===== src/rtl/ts_packet_scheduler.sv =====
// ---------------------------------------------------------------------------
// ts_packet_scheduler
//   Shares one 8-bit TS byte stream between the PSI table inserter and the
//   T2-MI packet source. It grants whole packets to one source at a time.
//   Tables have priority, but only for MAX_TBL_RUN consecutive grants while
//   T2-MI is waiting. Each granted packet is checked for length and for a
//   grant-to-done deadline.
//
//   Optional feature: define NULL_PKT_EN to fill empty output slots with
//   null packets (47 1F FF 10 FF...). In the default build NULL_SLOT has no
//   effect and state 3 is never entered.
//
// Parameters
//   PKT_LEN     expected bytes per packet
//   MAX_TBL_RUN maximum consecutive table grants while T2MI_REQ is high
//   TIMEOUT     cycles allowed from grant to done
//
// Ports
//   CLK, RST               clock; asynchronous active-low reset
//   TBL_REQ/T2MI_REQ       packet-ready level from each source
//   TBL_START/T2MI_START   one-cycle grant pulse to each source
//   TBL_DATA/T2MI_DATA     source byte
//   TBL_ENA/T2MI_ENA       source byte valid
//   TBL_DONE/T2MI_DONE     source packet-finished pulse
//   NULL_SLOT              output slot elapsed (NULL_PKT_EN only)
//   DATA_OUT, ENA_OUT      muxed TS byte and valid (one register stage)
//   PKT_DONE               packet completed (normally or by timeout)
//   LEN_ERR                completed packet byte count differs from PKT_LEN
//   TIMEOUT_ERR            granted source missed the deadline
//   state_mon              current state
// ---------------------------------------------------------------------------
module ts_packet_scheduler #(
  parameter int PKT_LEN     = 188,
  parameter int MAX_TBL_RUN = 2,
  parameter int TIMEOUT     = 1024
) (
  input  logic       CLK,
  input  logic       RST,
  input  logic       TBL_REQ,
  output logic       TBL_START,
  input  logic [7:0] TBL_DATA,
  input  logic       TBL_ENA,
  input  logic       TBL_DONE,
  input  logic       T2MI_REQ,
  output logic       T2MI_START,
  input  logic [7:0] T2MI_DATA,
  input  logic       T2MI_ENA,
  input  logic       T2MI_DONE,
  input  logic       NULL_SLOT,
  output logic [7:0] DATA_OUT,
  output logic       ENA_OUT,
  output logic       PKT_DONE,
  output logic       LEN_ERR,
  output logic       TIMEOUT_ERR,
  output logic [1:0] state_mon
);

  localparam int WD_W  = (TIMEOUT > 2) ? $clog2(TIMEOUT) : 1;
  localparam int RUN_W = (MAX_TBL_RUN > 0) ? $clog2(MAX_TBL_RUN + 1) : 1;

  localparam logic [WD_W-1:0]  WD_LAST   = WD_W'(TIMEOUT - 1);
  localparam logic [RUN_W-1:0] RUN_MAX   = RUN_W'(MAX_TBL_RUN);
  localparam logic [7:0]       LEN_BYTES = 8'(PKT_LEN);
  localparam logic [7:0]       NULL_LAST = 8'(PKT_LEN - 1);

  typedef enum logic [1:0] {
    S_IDLE      = 2'd0,
    S_BUSY_TBL  = 2'd1,
    S_BUSY_T2MI = 2'd2,
    S_NULL_PKT  = 2'd3
  } state_t;

  state_t           r_state;
  state_t           w_next_state;
  logic [RUN_W-1:0] r_tbl_run;
  logic [7:0]       r_byte_cnt;
  logic [WD_W-1:0]  r_wdog;
  logic [7:0]       r_null_idx;

  logic       w_busy;
  logic       w_grant_tbl;
  logic       w_grant_t2mi;
  logic       w_grant_null;
  logic [7:0] w_src_data;
  logic       w_src_ena;
  logic       w_src_done;
  logic [7:0] w_cnt_final;
  logic       w_wd_expire;
  logic       w_null_last;

  logic [7:0] w_data_nxt;
  logic       w_ena_nxt;
  logic       w_pkt_done_nxt;
  logic       w_len_err_nxt;
  logic       w_to_err_nxt;
  logic       w_tbl_start_nxt;
  logic       w_t2mi_start_nxt;

  // Null packet byte for a given position: header for PID 0x1FFF, then stuffing.
  function automatic logic [7:0] null_byte(input logic [7:0] idx);
    case (idx)
      8'd0:    null_byte = 8'h47;
      8'd1:    null_byte = 8'h1F;
      8'd2:    null_byte = 8'hFF;
      8'd3:    null_byte = 8'h10;
      default: null_byte = 8'hFF;
    endcase
  endfunction

  assign w_busy       = (r_state == S_BUSY_TBL) || (r_state == S_BUSY_T2MI);
  assign w_grant_tbl  = (r_state == S_IDLE) && TBL_REQ &&
                        (!T2MI_REQ || (r_tbl_run < RUN_MAX));
  assign w_grant_t2mi = (r_state == S_IDLE) && T2MI_REQ && !w_grant_tbl;
  assign w_wd_expire  = w_busy && (r_wdog == WD_LAST);
  assign w_null_last  = (r_null_idx == NULL_LAST);
  // Count including a byte that coincides with DONE, saturating at 255.
  assign w_cnt_final  = (w_src_ena && (r_byte_cnt != 8'hFF)) ? (r_byte_cnt + 8'd1) : r_byte_cnt;
  assign state_mon    = r_state;

`ifdef NULL_PKT_EN
  logic r_null_pend;

  assign w_grant_null = (r_state == S_IDLE) && r_null_pend && !TBL_REQ && !T2MI_REQ;

  // Null-slot pending flag; further slots while pending collapse into one.
  always_ff @(posedge CLK or negedge RST) begin
    if (!RST) begin
      r_null_pend <= 1'b0;
    end else if (w_grant_null) begin
      r_null_pend <= 1'b0;
    end else if (NULL_SLOT) begin
      r_null_pend <= 1'b1;
    end else begin
      r_null_pend <= r_null_pend;
    end
  end
`else
  // Without null insertion the slot pulse can never start a packet.
  assign w_grant_null = 1'b0 & NULL_SLOT;
`endif

  // Select the granted source; the other source is ignored entirely.
  always_comb begin
    w_src_data = 8'd0;
    w_src_ena  = 1'b0;
    w_src_done = 1'b0;
    case (r_state)
      S_BUSY_TBL: begin
        w_src_data = TBL_DATA;
        w_src_ena  = TBL_ENA;
        w_src_done = TBL_DONE;
      end
      S_BUSY_T2MI: begin
        w_src_data = T2MI_DATA;
        w_src_ena  = T2MI_ENA;
        w_src_done = T2MI_DONE;
      end
      default: begin
        w_src_data = 8'd0;
      end
    endcase
  end

  // State register.
  always_ff @(posedge CLK or negedge RST) begin
    if (!RST) begin
      r_state <= S_IDLE;
    end else begin
      r_state <= w_next_state;
    end
  end

  // Next-state logic: grants happen in IDLE only; DONE beats a coincident expiry.
  always_comb begin
    w_next_state = r_state;
    case (r_state)
      S_IDLE: begin
        if (w_grant_tbl) begin
          w_next_state = S_BUSY_TBL;
        end else if (w_grant_t2mi) begin
          w_next_state = S_BUSY_T2MI;
        end else if (w_grant_null) begin
          w_next_state = S_NULL_PKT;
        end else begin
          w_next_state = S_IDLE;
        end
      end
      S_BUSY_TBL, S_BUSY_T2MI: begin
        if (w_src_done || w_wd_expire) begin
          w_next_state = S_IDLE;
        end else begin
          w_next_state = r_state;
        end
      end
      S_NULL_PKT: begin
        if (w_null_last) begin
          w_next_state = S_IDLE;
        end else begin
          w_next_state = S_NULL_PKT;
        end
      end
      default: w_next_state = S_IDLE;
    endcase
  end

  // Next values of the registered outputs.
  always_comb begin
    w_data_nxt       = 8'd0;
    w_ena_nxt        = 1'b0;
    w_pkt_done_nxt   = 1'b0;
    w_len_err_nxt    = 1'b0;
    w_to_err_nxt     = 1'b0;
    w_tbl_start_nxt  = 1'b0;
    w_t2mi_start_nxt = 1'b0;
    case (r_state)
      S_IDLE: begin
        w_tbl_start_nxt  = w_grant_tbl;
        w_t2mi_start_nxt = w_grant_t2mi;
      end
      S_BUSY_TBL, S_BUSY_T2MI: begin
        w_data_nxt = w_src_data;
        w_ena_nxt  = w_src_ena;
        if (w_src_done) begin
          w_pkt_done_nxt = 1'b1;
          w_len_err_nxt  = (w_cnt_final != LEN_BYTES);
        end else if (w_wd_expire) begin
          w_pkt_done_nxt = 1'b1;
          w_to_err_nxt   = 1'b1;
        end else begin
          w_pkt_done_nxt = 1'b0;
        end
      end
      S_NULL_PKT: begin
        w_data_nxt     = null_byte(r_null_idx);
        w_ena_nxt      = 1'b1;
        w_pkt_done_nxt = w_null_last;
      end
      default: begin
        w_ena_nxt = 1'b0;
      end
    endcase
  end

  // Output registers.
  always_ff @(posedge CLK or negedge RST) begin
    if (!RST) begin
      DATA_OUT    <= 8'd0;
      ENA_OUT     <= 1'b0;
      PKT_DONE    <= 1'b0;
      LEN_ERR     <= 1'b0;
      TIMEOUT_ERR <= 1'b0;
      TBL_START   <= 1'b0;
      T2MI_START  <= 1'b0;
    end else begin
      DATA_OUT    <= w_data_nxt;
      ENA_OUT     <= w_ena_nxt;
      PKT_DONE    <= w_pkt_done_nxt;
      LEN_ERR     <= w_len_err_nxt;
      TIMEOUT_ERR <= w_to_err_nxt;
      TBL_START   <= w_tbl_start_nxt;
      T2MI_START  <= w_t2mi_start_nxt;
    end
  end

  // Per-packet counters; all held at zero while IDLE so a grant starts fresh.
  always_ff @(posedge CLK or negedge RST) begin
    if (!RST) begin
      r_byte_cnt <= 8'd0;
      r_wdog     <= '0;
      r_null_idx <= 8'd0;
    end else begin
      case (r_state)
        S_BUSY_TBL, S_BUSY_T2MI: begin
          r_byte_cnt <= w_cnt_final;
          r_wdog     <= r_wdog + WD_W'(1);
        end
        S_NULL_PKT: begin
          r_null_idx <= r_null_idx + 8'd1;
        end
        default: begin
          r_byte_cnt <= 8'd0;
          r_wdog     <= '0;
          r_null_idx <= 8'd0;
        end
      endcase
    end
  end

  // Table run length: only grants made while T2-MI is waiting count.
  always_ff @(posedge CLK or negedge RST) begin
    if (!RST) begin
      r_tbl_run <= '0;
    end else if (r_state == S_IDLE) begin
      if (!T2MI_REQ) begin
        r_tbl_run <= '0;
      end else if (w_grant_tbl) begin
        r_tbl_run <= (r_tbl_run == RUN_MAX) ? r_tbl_run : (r_tbl_run + RUN_W'(1));
      end else if (w_grant_t2mi) begin
        r_tbl_run <= '0;
      end else begin
        r_tbl_run <= r_tbl_run;
      end
    end else begin
      r_tbl_run <= r_tbl_run;
    end
  end

endmodule


===== config.mk =====
export PLATFORM = sky130hd
export DESIGN_NAME = ts_packet_scheduler
export DESIGN_NICKNAME = d
export VERILOG_FILES = /design/src/rtl/ts_packet_scheduler.sv
export SDC_FILE = /design/constraint.sdc
export NUM_CORES = 1
export LEC_CHECK = 0
export ABC_AREA = 0
export ABC_CLOCK_PERIOD_IN_PS = 6100
export CAP_MARGIN = 20
export CORE_ASPECT_RATIO = 1.25
export CORE_UTILIZATION = 40
export CTS_CLUSTER_SIZE = 20
export DETAILED_ROUTE_END_ITERATION = 6
export GPL_TIMING_DRIVEN = 0
export PLACE_DENSITY = 0.68
export RECOVER_POWER = 50
export REMOVE_ABC_BUFFERS = 1
export SYNTH_ARGS = -nofsm -noshare
export SYNTH_HDL_FRONTEND = slang
export SYNTH_SLANG_ARGS = --single-unit

===== constraint.sdc =====
create_clock -name CLK -period 6.1 [get_ports CLK]
set_clock_uncertainty 0.1 [all_clocks]
set_input_delay 1.22 -clock CLK [delete_from_list [all_inputs] [get_ports CLK]]
set_output_delay 1.22 -clock CLK [all_outputs]
set_load 0.05 [all_outputs]

==> implementation parameters <==
Parameter                              Value

Logic synthesis
  Count of unique library cells instantiated by Yosys ... 49
  Mux cell area share after synthesis ... 3.77%
  Simple-gate share of the synthesized area ... 21.4%
  Async set-reset flop share out of synthesis ... 100%
  Adder and majority cell fraction of the synthesized area ... 5.16%
  Sequential share of the synthesized area ... 45.4%
  Yosys reg bits ... 44
  Area of the mapped netlist ... 0.00242 mm²
  Synthesized-area fraction occupied by ao, oa, aoi and oai cells ... approximately 17%
  Yosys warns ... 0
  Xor-xnor portion of the synthesized cell area ... under 10%
  Number of flops mapped to enable cells by yosys ... 0
  Combinational family with the most area after synthesis ... simple AND/OR/NAND/NOR gates
  Most used flip-flop cell after synthesis ... sky130_fd_sc_hd__dfrtp_1
  Average cell area after synthesis ... 9.29 µm²
  Number of instances in the synthesized netlist ... around 260

Worst setup path
  Source of the worst register-to-register timing path ... state_mon[1]
  Crit Path Max Fanout ... 23
  Launching element type of the critical path ... primary input
  Worst path arrival time ... 3.05 ns
  Category of cells accounting for the largest share of critical-path delay ... buffers and inverters
  Register-to-register setup slack ... around 3.5 ns
  Kind of end point of the critical path ... asynchronous set/reset pin
  Cell breakdown of the critical path ... clkbuf_1 > clkbuf_1
  Capturing point of the worst reg2reg path ... DATA_OUT[1]
  CP max stage delay ... 0.95 ns
  Slowest CP cell ... sky130_fd_sc_hd__clkbuf_1
  Worst path required time ... 6.23 ns
  Buf+Inv Stages, Crit Path ... 2
  Logic depth of the worst register-to-register path ... 5
  Crit Path Class ... in2async
  Most frequent CP cell ... sky130_fd_sc_hd__clkbuf_1

Routing
  Count of unresolved DRC violations after routing ... 0
  Routed wire per std cell ... 14.0 µm
  Via-per-instance ratio ... 5.49
  Detailed-routing iteration count for the pre-antenna-repair pass ... 4
  Count of vias placed by the detailed router ... 2000
  1st-iter DRT viols ... 117
  Number of nets with antenna violations after detailed routing ... 0
  Total wire length after detailed routing ... 5100 µm

Clock network
  CTS-repair resized insts ... 0
  Post CTS Setup Buffer Count ... 0
  Library cell used as clock root buffer ... sky130_fd_sc_hd__clkbuf_8
  Number of CTS-inserted buffers ... 5
  Number of clock sinks ... 44
  Max clock buf depth ... 2
  Clock-pin slew on the worst setup and hold paths ... 0.08 ns
  CTS H-tree lvls ... 2
  Clock latency reported for the late side of the worst-skew pair ... 0.29 ns
  Post-CTS Hold Fix Bufs ... 0
  Clock tree from TritonCTS ... yes

Finish
  Fraction of final layout cells sized beyond drive strength 1 ... under 10%
  Syn-to-layout area delta ... 20.3%
  Fillers ... 568
  Number of diodes added for antenna fixing ... 0
  Most common library cell in the layout ignoring fill and taps ... sky130_fd_sc_hd__dfrtp_1
  Multi-input gate area ... 0.00120 mm²
  Post-layout nets ... 332
  Most frequent cells in the layout ... sky130_fd_sc_hd__dfrtp_1, sky130_fd_sc_hd__clkdlybuf4s50_1, sky130_fd_sc_hd__nand2_1
  Storage cell area ... 0.00110 mm²
  Cell Count, Final, Fillers Out ... 364

STA
  Sum Neg Setup Slack ... 0 ns
  Slew Limit Fails ... 0
  Post-layout worst setup margin ... 3.18 ns
  Final critical delay including setup and external delays ... 2.92 ns
  Peak Freq ... 0.342 GHz
  Worst-margin pin slew ... 1.23 ns
  Final hold violations ... 0
  Slew Limit Headroom ... around 18%
  Count of endpoints failing setup in the final report ... 0
  Setup repair after global routing missed its margin ... false
  Post-route clock period utilization ... ~48%

Placed design
  HPWL after DPL ... roughly 3700 µm
  Placed cell count ... 356
  Count of buffers inserted at the top-level ports ... 39
  GPL Wtd Cong ... 0.822
  Setup slack at placement ... 3.07 ns

Floorplan
  Chip height ... a little under 90 µm
  Die outline area ... ~0.0064 mm²
  Core ar. ... 0.00582 mm²
  Die Span X ... 71.6 µm
  Initial cell density of the core ... 41.7%
  Num ports ... 41
  Cell row count ... 31

Min path
  Sink of the worst hold path ... r_wdog[1]
  Cell depth of the worst min-delay path ... 2
  Worst hold-check path type ... reg2reg
  Hold wc startpoint ... r_wdog[1]

GRT
  Met2 usage in global routing ... 31.6%
  Remaining global-route overflow ... 0
  Vias in the first global route ... roughly 1900
  Maximum number of pins on one net before global-route repair ... 31
  Total GRT Usage ... 17.2%
  Global routing met1 resource utilization ... about a fifth
  Busiest grt layer ... met2
  Global-route wire length before repair ... roughly 9000 µm
  GR Layer Usage met3 ... about 2.6%
  Antenna violations before repair ... 0

Pwr
  Leakage power figure ... about 0.0012 µW
  Overall power consumption ... about 1000 µW
  Largest voltage drop on the vdd net ... 135 µV
  Ratio of total power to cell area ... 350 mW/mm²

Job
  Max_cap viols ... 0

Status
  Result of the run ... complete, no violations
-- Yosys cell counts (2+ instances only) --
master	number	area, µm²
sky130_fd_sc_hd__dfrtp_1	44	1100
sky130_fd_sc_hd__nand2_1	32	120
sky130_fd_sc_hd__nor2_1	26	97.6
sky130_fd_sc_hd__o21ai_0	26	130
sky130_fd_sc_hd__nand3_1	13	65.1
sky130_fd_sc_hd__nor3_1	12	60.1
sky130_fd_sc_hd__inv_1	11	41.3
sky130_fd_sc_hd__ha_1	10	125
sky130_fd_sc_hd__a21oi_1	9	45.0
sky130_fd_sc_hd__a22oi_1	9	67.6
sky130_fd_sc_hd__mux2i_1	8	80.1
sky130_fd_sc_hd__clkbuf_1	5	18.8
sky130_fd_sc_hd__nand4_1	4	25.0
sky130_fd_sc_hd__o21ai_1	4	20.0
sky130_fd_sc_hd__xor2_1	4	35.0
sky130_fd_sc_hd__buf_6	3	33.8
sky130_fd_sc_hd__nor4_1	3	18.8
sky130_fd_sc_hd__and3_1	2	12.5
sky130_fd_sc_hd__nor2b_1	2	12.5
sky130_fd_sc_hd__o31ai_1	2	15.0
sky130_fd_sc_hd__o41ai_1	2	17.5
sky130_fd_sc_hd__or3_1	2	12.5
sky130_fd_sc_hd__xnor2_1	2	17.5
-- logic make-up after synthesis --
logic type | count (synthesis)
AOI/OAI and AO/OA | 64
adders and majority gates | 10
muxes | 9
xor gates and xnor gates | 6
and+or+nand+nor | 106
buffers and inverters | 22
DFF | 44
-- where the power goes --
group          internal, µW  switching (µW)
sequential              332            24.8
clock                   122            99.0
combinational           142             302
-- area by class of cell --
class / instances / share of cell area [%]
Timing Repair Buffer: 40 / 13.3
Clock buffer: 6 / 2.49
Tap cell: 66 / 2.83
Sequential cell: 44 / 37.7
Multi-Input combinational cell: 195 / 41.0
Clock inverter: 2 / 1.20
Inverter: 11 / 1.42
-- layer usage --
metal  routed length [µm]  share of wire, %
met3                  140               2.7
met2                 2600                51
met4                   79               1.6
met1                 2280                45
met5                    0                 0
-- worst max-delay path by stage --
stage / from / to / slack (ns) / depth (start not counted)
finish: RST / TIMEOUT_ERR / 3.18 / 2
global route: RST / r_null_idx[4] / 2.76 / 2
CTS: state_mon[1] / state_mon[1] / 3.22 / 1
detailed placement: TBL_ENA / LEN_ERR / 3.07 / 6
global placement: RST / r_byte_cnt[3] / 2.48 / 1
floorplan: state_mon[0] / LEN_ERR / 3.55 / 6
-- state kept, by name, summed over array words and instances, names as in the netlist --
| signal | cells |
|---|---|
| TIMEOUT_ERR | 1 |
| r_byte_cnt | 8 |
| LEN_ERR | 1 |
| TBL_START | 1 |
| PKT_DONE | 1 |
| r_tbl_run | 2 |
| DATA_OUT | 8 |
| ENA_OUT | 1 |
| r_null_idx | 8 |
| state_mon | 2 |
| r_wdog | 10 |
| T2MI_START | 1 |
-- through the flow --
step	hold slack [ns]	util, %	area [µm²]
2_1_floorplan	0.378	-	2340
3_3_place_gp	0.398	48.3	2810
3_5_place_dp	0.417	48.7	2840
4_1_cts	0.436	50.6	2940
5_1_grt	0.482	50.2	2920
6_report	0.429	50.2	2920
Power figures use the tool's default switching activity.
